[config.mk]
export PLATFORM = sky130hd
export DESIGN_NAME = scr1_memif_arb
export DESIGN_NICKNAME = d
export VERILOG_FILES = /design/src/rtl/scr1_memif_arb.sv
export SDC_FILE = /design/constraint.sdc
export NUM_CORES = 1
export LEC_CHECK = 0
export CORE_AREA = 2 2 120 122
export CTS_CLUSTER_DIAMETER = 200
export DETAILED_ROUTE_END_ITERATION = 10
export DIE_AREA = 0 0 122 124
export SKIP_LAST_GASP = 1
export SYNTH_ARGS = -nofsm -noshare
export SYNTH_HDL_FRONTEND = slang
export SYNTH_SLANG_ARGS = --single-unit
[constraint.sdc]
create_clock -name clk -period 1.45 [get_ports clk]
set_input_delay 0.29 -clock clk [delete_from_list [all_inputs] [get_ports clk]]
set_output_delay 0.29 -clock clk [all_outputs]
set_load 0.02 [all_outputs]
[src/rtl/scr1_memif_arb.sv]
`default_nettype none
// +----------------------------------------------------------------------------+
// | scr1_memif_arb: two-port arbiter sharing one core memory interface, with   |
// | an in-order owner tag FIFO steering bridge responses back to requesters.   |
// | Revision: 1.0                                                              |
// +----------------------------------------------------------------------------+
module scr1_memif_arb #(
  parameter int ORDER_DEPTH = 2,
  parameter int ADDR_WIDTH  = 32,
  parameter int FIXED_PRIO  = 0
) (
  input  logic                  clk,
  input  logic                  rst_n,
  input  logic                  m0_req,
  output logic                  m0_req_ack,
  input  logic                  m0_cmd,
  input  logic [1:0]            m0_width,
  input  logic [ADDR_WIDTH-1:0] m0_addr,
  input  logic [31:0]           m0_wdata,
  output logic [31:0]           m0_rdata,
  output logic [1:0]            m0_resp,
  input  logic                  m1_req,
  output logic                  m1_req_ack,
  input  logic                  m1_cmd,
  input  logic [1:0]            m1_width,
  input  logic [ADDR_WIDTH-1:0] m1_addr,
  input  logic [31:0]           m1_wdata,
  output logic [31:0]           m1_rdata,
  output logic [1:0]            m1_resp,
  output logic                  s_req,
  input  logic                  s_req_ack,
  output logic                  s_cmd,
  output logic [1:0]            s_width,
  output logic [ADDR_WIDTH-1:0] s_addr,
  output logic [31:0]           s_wdata,
  input  logic [31:0]           s_rdata,
  input  logic [1:0]            s_resp,
  output logic                  idle,
  output logic                  err_unexp
);

  localparam int PTR_W = (ORDER_DEPTH > 1) ? $clog2(ORDER_DEPTH) : 1;
  localparam int CNT_W = PTR_W + 1;

  logic [ORDER_DEPTH-1:0] tags_q, tags_d;
  logic [PTR_W-1:0]       wr_ptr_q, wr_ptr_d;
  logic [PTR_W-1:0]       rd_ptr_q, rd_ptr_d;
  logic [CNT_W-1:0]       count_q, count_d;
  logic                   last_q, last_d;
  logic                   err_q, err_d;

  logic w_any_req;
  logic w_full;
  logic w_empty;
  logic w_gnt1;
  logic w_accept;
  logic w_resp_vld;
  logic w_pop;
  logic w_head;

  assign w_any_req  = m0_req | m1_req;
  assign w_full     = (count_q == CNT_W'(ORDER_DEPTH));
  assign w_empty    = (count_q == '0);
  assign w_resp_vld = (s_resp != 2'b00);
  assign w_pop      = w_resp_vld & ~w_empty;
  assign w_head     = tags_q[rd_ptr_q];

  // On contention round-robin favours the port that did not win last time
  always_comb begin
    w_gnt1 = m1_req;
    if (m0_req & m1_req) begin
      w_gnt1 = (FIXED_PRIO != 0) ? 1'b0 : ~last_q;
    end
  end

  assign s_req      = w_any_req & ~w_full;
  assign w_accept   = s_req & s_req_ack;
  assign m0_req_ack = m0_req & ~w_gnt1 & s_req_ack & ~w_full;
  assign m1_req_ack = w_gnt1 & s_req_ack & ~w_full;

  always_comb begin
    s_cmd   = 1'b0;
    s_width = 2'b00;
    s_addr  = '0;
    s_wdata = '0;
    if (w_any_req) begin
      if (w_gnt1) begin
        s_cmd   = m1_cmd;
        s_width = m1_width;
        s_addr  = m1_addr;
        s_wdata = m1_wdata;
      end else begin
        s_cmd   = m0_cmd;
        s_width = m0_width;
        s_addr  = m0_addr;
        s_wdata = m0_wdata;
      end
    end
  end

  always_comb begin
    m0_resp  = 2'b00;
    m0_rdata = '0;
    m1_resp  = 2'b00;
    m1_rdata = '0;
    if (w_pop) begin
      if (w_head) begin
        m1_resp  = s_resp;
        m1_rdata = s_rdata;
      end else begin
        m0_resp  = s_resp;
        m0_rdata = s_rdata;
      end
    end
  end

  always_comb begin
    tags_d   = tags_q;
    wr_ptr_d = wr_ptr_q;
    rd_ptr_d = rd_ptr_q;
    count_d  = count_q;
    last_d   = last_q;
    err_d    = err_q | (w_resp_vld & w_empty);
    if (w_accept) begin
      tags_d[wr_ptr_q] = w_gnt1;
      wr_ptr_d         = wr_ptr_q + PTR_W'(1);
      last_d           = w_gnt1;
    end
    if (w_pop) begin
      rd_ptr_d = rd_ptr_q + PTR_W'(1);
    end
    case ({w_accept, w_pop})
      2'b10:   count_d = count_q + CNT_W'(1);
      2'b01:   count_d = count_q - CNT_W'(1);
      default: count_d = count_q;
    endcase
  end

  always_ff @(posedge clk or negedge rst_n) begin
    if (!rst_n) begin
      tags_q   <= '0;
      wr_ptr_q <= '0;
      rd_ptr_q <= '0;
      count_q  <= '0;
      last_q   <= 1'b1;
      err_q    <= 1'b0;
    end else begin
      tags_q   <= tags_d;
      wr_ptr_q <= wr_ptr_d;
      rd_ptr_q <= rd_ptr_d;
      count_q  <= count_d;
      last_q   <= last_d;
      err_q    <= err_d;
    end
  end

  assign idle      = w_empty;
  assign err_unexp = err_q;

endmodule
`default_nettype wire

After elaboration in Yosys (flattened, before gate mapping):

Cells that the tools add are included.

* $add $sub $neg: 4
* multiply operators: 0
* divide/modulo/power cells: 0
* magnitude comparators: 3
* equality and inequality tests: 3
* shifts and indexed selects: 0
* multiplexer cells: 23
* bitwise gates (word level): 16
* reductions and logical operators: 4

Operators by type and width (number)
* 32-bit 2-to-1 mux: 8
* 2-bit 2-to-1 mux: 6
* 1-bit bitwise AND: 10
* 1-bit 2-to-1 mux: 6
* 2-bit == test, second input constant: 2
* 1-bit by 2-bit less-than comparator with 1-bit output, second input constant: 2
* 1-bit NOT: 4
* 2-bit case mux with 2 select lines: 1
* 2-bit nonzero test: 2
* 1-bit adder, second input constant: 2
* 2-bit by 1-bit adder with 2-bit output, second input constant: 1
* 2-bit bitwise mux: 1
* 2-bit by 1-bit == test with 1-bit output, second input constant: 1
* 2-bit zero test: 1
* 1-bit OR: 2
* 2-bit by 1-bit subtractor with 2-bit output, second input constant: 1
* 1-bit demux with 1-bit select: 1
* 1-bit greater-or-equal comparator, second input constant: 1
* 1-bit logical AND: 1

* register bits: 8
* latch bits: 0
* memory bits (writable): 0
* memory bits (read-only): 0
* bits of input ports: 173
* output and inout bits: 140
* word-level logic and storage cells: 59
* memories: 0

Longest topological paths before layout:

* depth in word-level cells: 6
* mapped depth: 9
* mapped depth without buffers: 6

Worst setup path after synthesis:

OpenSTA, ideal clock, no wires.

* path type: register to register
* start: reg count_q[0]
* end: reg count_q[1]
* setup time: 0.079 ns
* arrival time: 1.658 ns
* required time: 1.371 ns
* setup slack: -0.288 ns
* stages on the path, launching flop included: 9
* path buffers: 3
* clock period less this slack: 1.738 ns
* cell sequence: dfrtp_1 > buf_2 > nor2_2 > nor2_4 > buf_6 > buf_4 > ha_1 > nor2_1 > xor2_1

* elaborated cells between the ends (all ways): 13
* classes of those cells: 2 x add/sub; 3 x eq/ne; 1 x mux; 5 x bitwise; 2 x reduce/logical

RTL lines
* from (decl): RTL line 48 `logic [CNT_W-1:0] count_q, count_d;`
* from (signal assigned): RTL line 151 `count_q <= count_d;`
* 2-bit zero test *: RTL line 63 `assign w_empty = (count_q == '0);`
* named net idle: RTL line 38 `output logic idle,`
* 1-bit NOT *: RTL line 65 `assign w_pop = w_resp_vld & ~w_empty;`
* 1-bit bitwise AND *: RTL line 65
* named net w_pop: RTL line 58 `logic w_pop;`
* 2-bit by 1-bit == test with 1-bit output / 2-bit == test (equally long branches): RTL line 132 `case ({w_accept, w_pop})`
* 2-bit case mux with 2 select lines / 2-bit nonzero test (equally long branches)

Mark *: on every way through the listed nets, which the timed path passes. The rest lies on a longest branch.
A chain may end at the register's enable or synchronous reset.

Final worst setup path:

* start: reg last_q
* end: out s_wdata[10]

* longest elaborated chain between the ends: 4

Ends and longest elaborated chain
* from (decl): RTL line 49 `logic last_q, last_d;`
* from (signal assigned): RTL line 152 `last_q <= last_d;`
* 1-bit NOT: RTL line 72 `w_gnt1 = (FIXED_PRIO != 0) ? 1'b0 : ~last_q;`
* 1-bit 2-to-1 mux: RTL line 71 `if (m0_req & m1_req) begin`
* 32-bit 2-to-1 mux: RTL line 87 `if (w_gnt1) begin`
* 32-bit 2-to-1 mux: RTL line 86 `if (w_any_req) begin`
* to (decl): RTL line 35 `output logic [31:0] s_wdata,`

Every way passes these cells.

==> metrics.txt <==
status=complete, but fails checks; failing checks=setup timing; remaining antenna violation count after routing=0; total track usage=17.8%; clock root buffer master=clkbuf_16; cell count after synthesis=344; TritonCTS clock tree=built; number of synthesized flops with an enable pin=0; Critical Path RT=1160 ps; skew final=1.03 ps; Final WS setup=-474 ps; Critical Path End Type=output port; Avg WL per Cell=16.8 um; FMAX=520 MHz; Final Hold Fails=0; Crit Path Class=register to output port; core area=0.0137 mm^2; part of the Yosys area used for sequential elements=10.5%; CTS Buffer Depth=2; largest net degree at the start of global routing=30; Ant. Diodes=0; initial antenna violation count=0; R2R depth=8; via count=3938; Hold WC Path Type=primary input to asynchronous set/reset pin; Congestion Overflow GR=0; DRC viols=0; unique cell type count in the Yosys netlist=32; Synth Area in Simple Gates=50.9%; number of synthesized register bits=8; clock insertion delay at the later pin of the skew report=230 ps; syn avg cell area=5.56 um^2; LEAKAGE=3.20 nW; Synth Warn #=0; CP arrival=1630 ps; syn_nets=518; worst path cell trace=a21boi_4 > buf_6 > buf_16 > buf_16 > buf_6 > o21ai_2 > buf_6; H-tree Lvls=1; Max VDD drop=0.682 mV; Max stage delay on crit path=550 ps; unrepaired setup endpoints after global routing=true; die width=122 um; Clk pin slew, worst setup/hold paths=40 ps; CP Max Fanout=7; Critical Path Slowest Stage Cell=dfstp_2; Worst Tran Pin Value=410 ps; Ports=313; commonest non-fill, non-tap cells in the layout=clkdlybuf4s50_1 (168), buf_6 (118), nand2_1 (106), and3_4 (56), buf_4 (42); Final Cycle Share=133%; Synth Flop Type=dfrtp_1; clock sink count=8; Post-Synth XOR/XNOR Area=2.29%; number of global-route vias before repair=4098; final wirelength=14900 um; hold buffers post-CTS=0; share of cells above drive strength 1=56.0%; worst path bufs/invs=5; Mapped Area=0.00191 mm^2; Top delay family on crit path=buffers and inverters; multiplexer area fraction after synthesis=2.68%; most common cell after layout, fill and taps aside=clkdlybuf4s50_1; Max Transition Viols Final=0; top-area cell type share of the netlist area=26.3%; IO Port Bufs=312; area grow syn2layout=284%; adder-cell area share of the yosys netlist=0.654%; vias per cell=4.46; Synth Area in Compound Gates=21.8%; largest family of logic cells by synthesized area=simple AND/OR/NAND/NOR gates; Finished Core Util=53.5%; initial DRC count=109; DR pass1 iterations=4; routability cong.=0.854; Row Count=43; Worst slew margin=72.4%; crit-path most repeated cell=buf_6; Die Ht=124 um; Final Power=10.8 mW; clock buffer count from CTS=3; stages on the worst setup path=7; Post-layout nets=878; placed wire-length estimate=9460 um; final setup fails=140; pwr/cell area=1470 mW/mm^2; top cells by area, synth=nand2_1 (26%), and3_1 (21%), o21ai_0 (13%); DIE AREA=0.0151 mm^2; min Tclk post-route=1920 ps; Worst setup SP type=register; initial core utilization=13.9%; maxcap violations=0; ys async rst share=100%; cell taking the most area after synthesis=nand2_1; first-pass GRT wire length=21400 um
[worst reg2reg max path, delay by kind of cell, from the launching register on]
| family | cells | cell delay, ps |
|---|---|---|
| AOI/OAI and AO/OA | 1 | 140 |
| xor gates and xnor gates | 2 | 240 |
| adders and majority gates | 1 | 200 |
| buffers and inverters | 2 | 260 |
| DFF | 1 | 410 |
| and+or+nand+nor | 2 | 200 |
[state kept, by name, indices dropped and copies added (netlist names)]
register,cells
count_q,2
tags_q,2
err_unexp,1
last_q,1
rd_ptr_q,1
wr_ptr_q,1
[metrics by stage]
step                setup TNS, ps  instances  worst slack [ps]  cell area, um^2  hold slack [ps]
finish                     -51910        883              -474             7340              348
global route               -58960        883              -517             7340              374
CTS                        -55340        877              -485             7030              361
detailed placement        -122890        830              -997             5670              464
global placement          -120700        830              -963             5670              459
floorplan                   -6120        344              -113             2210            -5.59
[where the power goes]
group / leakage, nW / switching (mW) / internal, mW / total, mW
combinational: 3.07 / 4.24 / 5.51 / 9.75
clock: 0.0382 / 0.113 / 0.367 / 0.480
sequential: 0.0871 / 0.193 / 0.349 / 0.542
[synth_stat cells, drive strengths merged, types with 2 or more instances]
master / number
and3: 65
buf: 17
clkbuf: 20
dfrtp: 7
inv: 2
mux2: 3
nand2: 134
nor2: 9
o2111ai: 2
o21ai: 69
xnor2: 3
xor2: 2
[layer usage]
metal	up-vias	share of wire [%]	track usage (%)
met5	-	0	0
met4	0	2.2	5.39
met3	26	6.8	3.57
met2	190	54	33.3
met1	1815	37	20.2
li1	1907	-	-
[timing repair]
item,4_1_cts,5_1_grt
pin swaps,66,20
setup buffers,21,7
cloned,22,2
endpoints found under the setup margin,144,143
resized for setup,914,62
[logic make-up after synthesis]
| kind of cell | Yosys count |
|---|---|
| adders and majority gates | 1 |
| buffers and inverters | 39 |
| AOI/OAI and AO/OA | 76 |
| xor gates and xnor gates | 5 |
| and+or+nand+nor | 211 |
| DFF | 8 |
| muxes | 4 |
[final timing paths]
check	start	to	slack [ps]
worst max-delay path	last_q$_DFFE_PN1P_	s_wdata[10]	-470
worst min-delay path	rst_n	err_unexp$_DFF_PN0_	350
worst max register to register	count_q[0]$_DFFE_PN0P_	count_q[1]$_DFFE_PN0P_	-120
worst min register to register	err_unexp$_DFF_PN0_	err_unexp$_DFF_PN0_	470
max in group asynchronous	rst_n	last_q$_DFFE_PN1P_	790
min in group clk	err_unexp$_DFF_PN0_	err_unexp$_DFF_PN0_	470
[cell type report]
type                       count  area [um^2]
fill                        1219         6370
timing repair buffer         387         4390
multi-input combinational    302         2440
tap                          180          225
sequential                     8          205
clock buffer                   4         78.8
inverter                       2         7.51
Note: power is estimated with default switching activity, not from simulation.
